[src/rtl/node_route_sequencer.sv]
// Route sequencer between the line follower and the motor PWM stage.
// Passes line-follower commands through, and runs a centre-and-pivot turn at each node per the route table.
//
// state     | meaning
// IDLE      | motors off, waiting for start
// FOLLOW    | line-follower commands passed through, watching for nodes
// CENTER    | driving forward to centre the chassis over the node
// PIVOT_OFF | pivoting until the middle sensor leaves the line
// PIVOT_ON  | pivoting until the middle sensor reacquires a line
// FINISH    | route complete, one-cycle done pulse
// FAULT     | pivot timed out, motors off until the next start
module node_route_sequencer #(
    parameter int          DEPTH         = 16,
    parameter int          CENTER_CYCLES = 312500,
    parameter int          TURN_TIMEOUT  = 3125000,
    parameter logic [11:0] THRESH_HI     = 12'd1000,
    parameter logic [11:0] THRESH_LO     = 12'd200,
    parameter logic [3:0]  PIVOT_DC      = 4'd8,
    parameter logic [3:0]  CENTER_DC     = 4'd9
) (
    input  logic        clk_3125KHz,
    input  logic        rst_n,
    input  logic        start,
    input  logic        node_flag,
    input  logic [11:0] middle,
    input  logic        lf_m1_a,
    input  logic        lf_m1_b,
    input  logic        lf_m2_a,
    input  logic        lf_m2_b,
    input  logic [3:0]  lf_dc1,
    input  logic [3:0]  lf_dc2,
    input  logic        cfg_we,
    input  logic [3:0]  cfg_addr,
    input  logic [1:0]  cfg_cmd,
    input  logic [4:0]  cfg_len,
    output logic        m1_a,
    output logic        m1_b,
    output logic        m2_a,
    output logic        m2_b,
    output logic [3:0]  dc1,
    output logic [3:0]  dc2,
    output logic        busy,
    output logic        done,
    output logic        fault,
    output logic [3:0]  step
);

    typedef enum logic [2:0] {
        S_IDLE, S_FOLLOW, S_CENTER, S_PIVOT_OFF, S_PIVOT_ON, S_FINISH, S_FAULT
    } state_t;

    localparam logic [1:0]  CMD_STRAIGHT = 2'b00;
    localparam logic [1:0]  CMD_LEFT     = 2'b01;
    localparam logic [1:0]  CMD_RIGHT    = 2'b10;
    localparam logic [1:0]  CMD_STOP     = 2'b11;
    localparam logic [23:0] CENTER_TC    = 24'(CENTER_CYCLES - 1);
    localparam logic [23:0] TURN_TC      = 24'(TURN_TIMEOUT - 1);

    state_t      state_q, state_d;
    logic [23:0] cnt_q, cnt_d;
    logic [4:0]  step_q, step_d;
    logic [4:0]  len_q, len_d;
    logic        dir_right_q, dir_right_d;
    logic        node_prev_q;
    logic [1:0]  route_q [DEPTH];

    logic        node_evt;
    logic [4:0]  len_clamped;
    logic        m1_a_d, m1_b_d, m2_a_d, m2_b_d, busy_d;
    logic [3:0]  dc1_d, dc2_d;

    assign node_evt    = node_flag & ~node_prev_q;
    assign len_clamped = (cfg_len > 5'd16) ? 5'd16 : cfg_len;

    always_comb begin
        state_d     = state_q;
        cnt_d       = (cnt_q == 24'hFF_FFFF) ? cnt_q : cnt_q + 24'd1;
        step_d      = step_q;
        len_d       = len_q;
        dir_right_d = dir_right_q;
        case (state_q)
            S_IDLE, S_FAULT: begin
                if (start) begin
                    len_d   = len_clamped;
                    step_d  = 5'd0;
                    state_d = (len_clamped == 5'd0) ? S_FINISH : S_FOLLOW;
                end
            end
            S_FOLLOW: begin
                if (node_evt) begin
                    if (step_q == len_q) begin
                        state_d = S_FINISH;
                    end else begin
                        case (route_q[step_q[3:0]])
                            CMD_STRAIGHT: step_d = step_q + 5'd1;
                            CMD_LEFT, CMD_RIGHT: begin
                                step_d      = step_q + 5'd1;
                                cnt_d       = 24'd0;
                                dir_right_d = (route_q[step_q[3:0]] == CMD_RIGHT);
                                state_d     = S_CENTER;
                            end
                            default: state_d = S_FINISH;
                        endcase
                    end
                end
            end
            S_CENTER: begin
                if (cnt_q == CENTER_TC) begin
                    cnt_d   = 24'd0;
                    state_d = S_PIVOT_OFF;
                end
            end
            S_PIVOT_OFF: begin
                if (cnt_q == TURN_TC)       state_d = S_FAULT;
                else if (middle < THRESH_LO) state_d = S_PIVOT_ON;
            end
            S_PIVOT_ON: begin
                if (cnt_q == TURN_TC)       state_d = S_FAULT;
                else if (middle > THRESH_HI) state_d = S_FOLLOW;
            end
            S_FINISH: state_d = S_IDLE;
            default:  state_d = S_IDLE;
        endcase
    end

    // Outputs are registered from the next state so they line up with the state register.
    always_comb begin
        m1_a_d = 1'b0;
        m1_b_d = 1'b0;
        m2_a_d = 1'b0;
        m2_b_d = 1'b0;
        dc1_d  = 4'd0;
        dc2_d  = 4'd0;
        busy_d = 1'b0;
        case (state_d)
            S_FOLLOW: begin
                {m1_a_d, m1_b_d, m2_a_d, m2_b_d} = {lf_m1_a, lf_m1_b, lf_m2_a, lf_m2_b};
                dc1_d  = lf_dc1;
                dc2_d  = lf_dc2;
                busy_d = 1'b1;
            end
            S_CENTER: begin
                {m1_a_d, m1_b_d, m2_a_d, m2_b_d} = 4'b1010;
                dc1_d  = CENTER_DC;
                dc2_d  = CENTER_DC;
                busy_d = 1'b1;
            end
            S_PIVOT_OFF, S_PIVOT_ON: begin
                {m1_a_d, m1_b_d, m2_a_d, m2_b_d} = dir_right_d ? 4'b1001 : 4'b0110;
                dc1_d  = PIVOT_DC;
                dc2_d  = PIVOT_DC;
                busy_d = 1'b1;
            end
            default: ;
        endcase
    end

    always_ff @(posedge clk_3125KHz or negedge rst_n) begin
        if (!rst_n) begin
            state_q     <= S_IDLE;
            cnt_q       <= 24'd0;
            step_q      <= 5'd0;
            len_q       <= 5'd0;
            dir_right_q <= 1'b0;
            node_prev_q <= 1'b0;
            m1_a        <= 1'b0;
            m1_b        <= 1'b0;
            m2_a        <= 1'b0;
            m2_b        <= 1'b0;
            dc1         <= 4'd0;
            dc2         <= 4'd0;
            busy        <= 1'b0;
            done        <= 1'b0;
            fault       <= 1'b0;
            for (int i = 0; i < DEPTH; i++) route_q[i] <= CMD_STOP;
        end else begin
            state_q     <= state_d;
            cnt_q       <= cnt_d;
            step_q      <= step_d;
            len_q       <= len_d;
            dir_right_q <= dir_right_d;
            node_prev_q <= node_flag;
            m1_a        <= m1_a_d;
            m1_b        <= m1_b_d;
            m2_a        <= m2_a_d;
            m2_b        <= m2_b_d;
            dc1         <= dc1_d;
            dc2         <= dc2_d;
            busy        <= busy_d;
            done        <= (state_d == S_FINISH);
            fault       <= (state_d == S_FAULT);
            if (cfg_we && !busy) route_q[cfg_addr] <= cfg_cmd;
        end
    end

    assign step = step_q[3:0];

endmodule

[config.mk]
export PLATFORM = sky130hd
export DESIGN_NAME = node_route_sequencer
export DESIGN_NICKNAME = d
export VERILOG_FILES = /design/src/rtl/node_route_sequencer.sv
export SDC_FILE = /design/constraint.sdc
export NUM_CORES = 1
export LEC_CHECK = 0
export CAP_MARGIN = 5
export CORE_UTILIZATION = 56
export DETAILED_ROUTE_END_ITERATION = 10
export PLACE_DENSITY = 0.8
export SYNTH_ARGS = -nofsm -noshare
export SYNTH_HDL_FRONTEND = slang
export SYNTH_SLANG_ARGS = --single-unit
[constraint.sdc]
create_clock -name clk_3125KHz -period 4 [get_ports clk_3125KHz]
set_input_delay 0.4 -clock clk_3125KHz [delete_from_list [all_inputs] [get_ports clk_3125KHz]]
set_output_delay 0.4 -clock clk_3125KHz [all_outputs]
set_load 0.01 [all_outputs]
==> out/results.txt <==
Run status: complete, but fails checks
Failing checks: design-rule violations
RSZ-0062 raised after global routing: false
Fmax: 276 MHz
Fill count: 599
# IOs: 59
# DRC: 1
Critical path type: register to register
Tightest Pin Transition: 1.06 ns
Grt total ovfl: 0
Setup TNS: 0 ns
Syn Area/Cell: 11.0 µm²
Area occupied by multi-input gates: 2350 µm²
Net Sw Frac: 35.1%
Setup Buffers After CTS: 0
Type of origin of the critical path: register
First-pass GRT wire length: 17.1 mm
Max Slew Vio Count: 0
FFs w/ async S/R, synth: 100%
Worst endpoint data arrival time: 3.84 ns
Synth Area in XOR/XNOR: 5.40%
Skew final: 0.0119 ns
Clock power share: 19.0%
Synthesized Nets: 471
Critical path peak fanout: 15
Gate Count Post-Synth: 426
Synth Area in Compound Gates: 9.34%
Count of cell types in the netlist: 69
Starting density of the core: 57.5%
CTS root buf: clkbuf_8
Mapped Area: 4700 µm²
Yosys warns: 0
Area grow syn2layout: 17.7%
CTS sink count: 86
Commonest non-fill, non-tap cell in the layout: clkdlybuf4s50_1
WL/cell: 17.5 µm
Hold Violations, Final: 0
Via density: 6.11
Commonest cells after routing, fill and taps aside: clkdlybuf4s50_1 (57), dfrtp_1 (53), nor2_1 (42), nand2_1 (34), mux2_2 (33)
Layout Nets: 524
Port Buffer Count: 58
Die H: 93.6 µm
Mux contribution to synthesized area: 13.3%
CTS buffer count: 9
Die Area: 8770 µm²
CTS clk-pin slew, worst paths: 0.08 ns
Largest net degree at the start of global routing: 87
TritonRoute pass-1 iters: 8
Int Pwr: 0.00233 W
Ranking of synthesized cells by area: dfrtp_1 (29%), dfstp_2 (18%), mux2_2 (7.9%)
FF-to-FF End: m1_b
VDD IR max: 0.332 mV
Post-DP HPWL: 7.46 mm
Share of the synthesized area in the top cell type: 28.7%
R2R depth: 10
Share of power burned in registers: 41.5%
Setup Viol. Count Final: 0
GPL Wtd Cong: 0.902
HP Class: primary input to asynchronous set/reset pin
Antenna Cells: 0
Crit path capture type: register
Post-synth EDFFs: 0
Worst path required time: 4.22 ns
Synth Area in Adders: 1.33%
Via Count: 3596
GRT Overall Usage: 25.6%
Fin crit share: 90.5%
Vias in the first global route: 3506
Share of layout cells above drive strength 1: 23.8%
Comb power frac: 39.5%
Flop2flop setup slack: 0.38 ns
Post-synthesis cell type with the largest combined area: dfrtp_1
MaxCap Viol Count: 0
Post-Route WL: 10.3 mm
Max Buffers Root-to-Sink: 2
Core area: 8180 µm²
Worst skew pair latency: 0.37 ns
Slew margin rel.: 29.5%
Simple-gate portion of the synthesized area: 20.5%
H-Tree Depth: 3
Overall Power: 0.00359 W
Row cnt: 33
CTS tree: built
Largest family of logic cells by synthesized area: simple AND/OR/NAND/NOR gates
Die Wd: 93.6 µm
Post-synthesis sequential area ratio: 46.6%
Post-route antenna net violation count: 0
DRT iter0 DRCs: 239
RR Startpoint: step_q[0]
Worst setup path start: step_q[0]
Leakage: 2.22 nW
Sequential cell area: 2190 µm²
Min Tclk post-route: 3.62 ns
NetSw: 0.00126 W
Power Dens Cells: 648 nW/µm²
Initial antenna violation count: 0
Top FF cell, synth: dfrtp_1
Flops & latches, synth: 86
Yosys cell counts, drive strengths merged, types with 5 or more instances:
| library cell | count |
|---|---|
| a21oi | 7 |
| a31oi | 7 |
| and2 | 8 |
| and3 | 7 |
| buf | 12 |
| clkbuf | 5 |
| dfrtp | 54 |
| dfstp | 32 |
| ha | 5 |
| inv | 11 |
| mux2 | 33 |
| mux4 | 10 |
| nand2 | 34 |
| nand2b | 6 |
| nand3 | 19 |
| nand4 | 19 |
| nor2 | 42 |
| nor2b | 7 |
| nor3 | 5 |
| nor3b | 7 |
| o211ai | 6 |
| o21ai | 11 |
| xnor2 | 9 |
| xor2 | 20 |
worst max-delay path, stage by stage (launching register included):
cell and delay [ns]:
dfrtp_2 0.55, mux4_2 0.55, mux4_2 0.50, inv_1 0.10, ha_1 0.26, nor2b_1 0.15, a2111oi_0 0.49, a31oi_1 0.08
o2111a_1 0.35, o211ai_1 0.29, o22ai_1 0.16
final cells by class:
cell class	count	area share, %
multi-input cells	311	42.4
flip-flops and latches	86	39.6
repair buffers	59	10.6
clock buffers	10	2.49
well taps	105	2.37
clock inverters	6	1.54
inverters	12	1.04
repair_timing:
item | 4_1_cts | 5_1_grt
resized for setup | 0 | 1
endpoints found under the setup margin | 0 | 3
hold buffers | 0 | 0
worst max-delay path by stage:
| stage | depth (start not counted) | end |
|---|---|---|
| global route | 10 | dc1[3] |
| finish | 10 | m1_b |
| detailed placement | 10 | m1_b |
| CTS | 10 | m1_b |
| floorplan | 11 | dc1[0] |
| global placement | 10 | dc1[0] |
power groups by stage:
stage	logic, W	clock network (W)	registers [W]
2_1_floorplan	0.00110	0	0.00140
3_5_place_dp	0.00142	0	0.00150
5_1_grt	0.00156	0.000733	0.00153
6_report	0.00142	0.000681	0.00149
4_1_cts	0.00142	0.000688	0.00149
3_3_place_gp	0.00136	0	0.00149
per-stage QoR:
stage	hold slack [ns]	util, %	cells	worst slack, ns	instance area [µm²]
5_1_grt	0.305	67.7	589	0.157	5540
3_5_place_dp	0.504	65.0	573	0.261	5310
4_1_cts	0.263	67.7	589	0.213	5540
2_1_floorplan	0.104	-	426	0.733	4700
3_3_place_gp	0.486	65.0	573	0.494	5310
6_report	0.217	67.7	589	0.380	5540
state kept, by name, summed over array words and instances (netlist names), 3 cells and up:
name     count
cnt_q       24
dc1          4
step_q       5
dc2          4
len_q        5
route_q     32
state_q      3
per-layer routing:
layer / vias up / global-route usage [%] / wire (µm) / share of wire [%]
met5: - / 0 / 0 / 0
li1: 1655 / - / - / -
met3: 25 / 4.88 / 585 / 5.7
met4: 0 / 11.0 / 233 / 2.3
met1: 1795 / 33.5 / 4360 / 42
met2: 121 / 41.6 / 5130 / 50
logic make-up after synthesis:
| kind of cell | Yosys count |
|---|---|
| simple gates | 172 |
| flops | 86 |
| compound gates | 59 |
| mux | 46 |
| xor+xnor | 29 |
| buf+inv | 29 |
| fa+ha+maj | 5 |
Note: power is estimated with default switching activity, not from simulation.
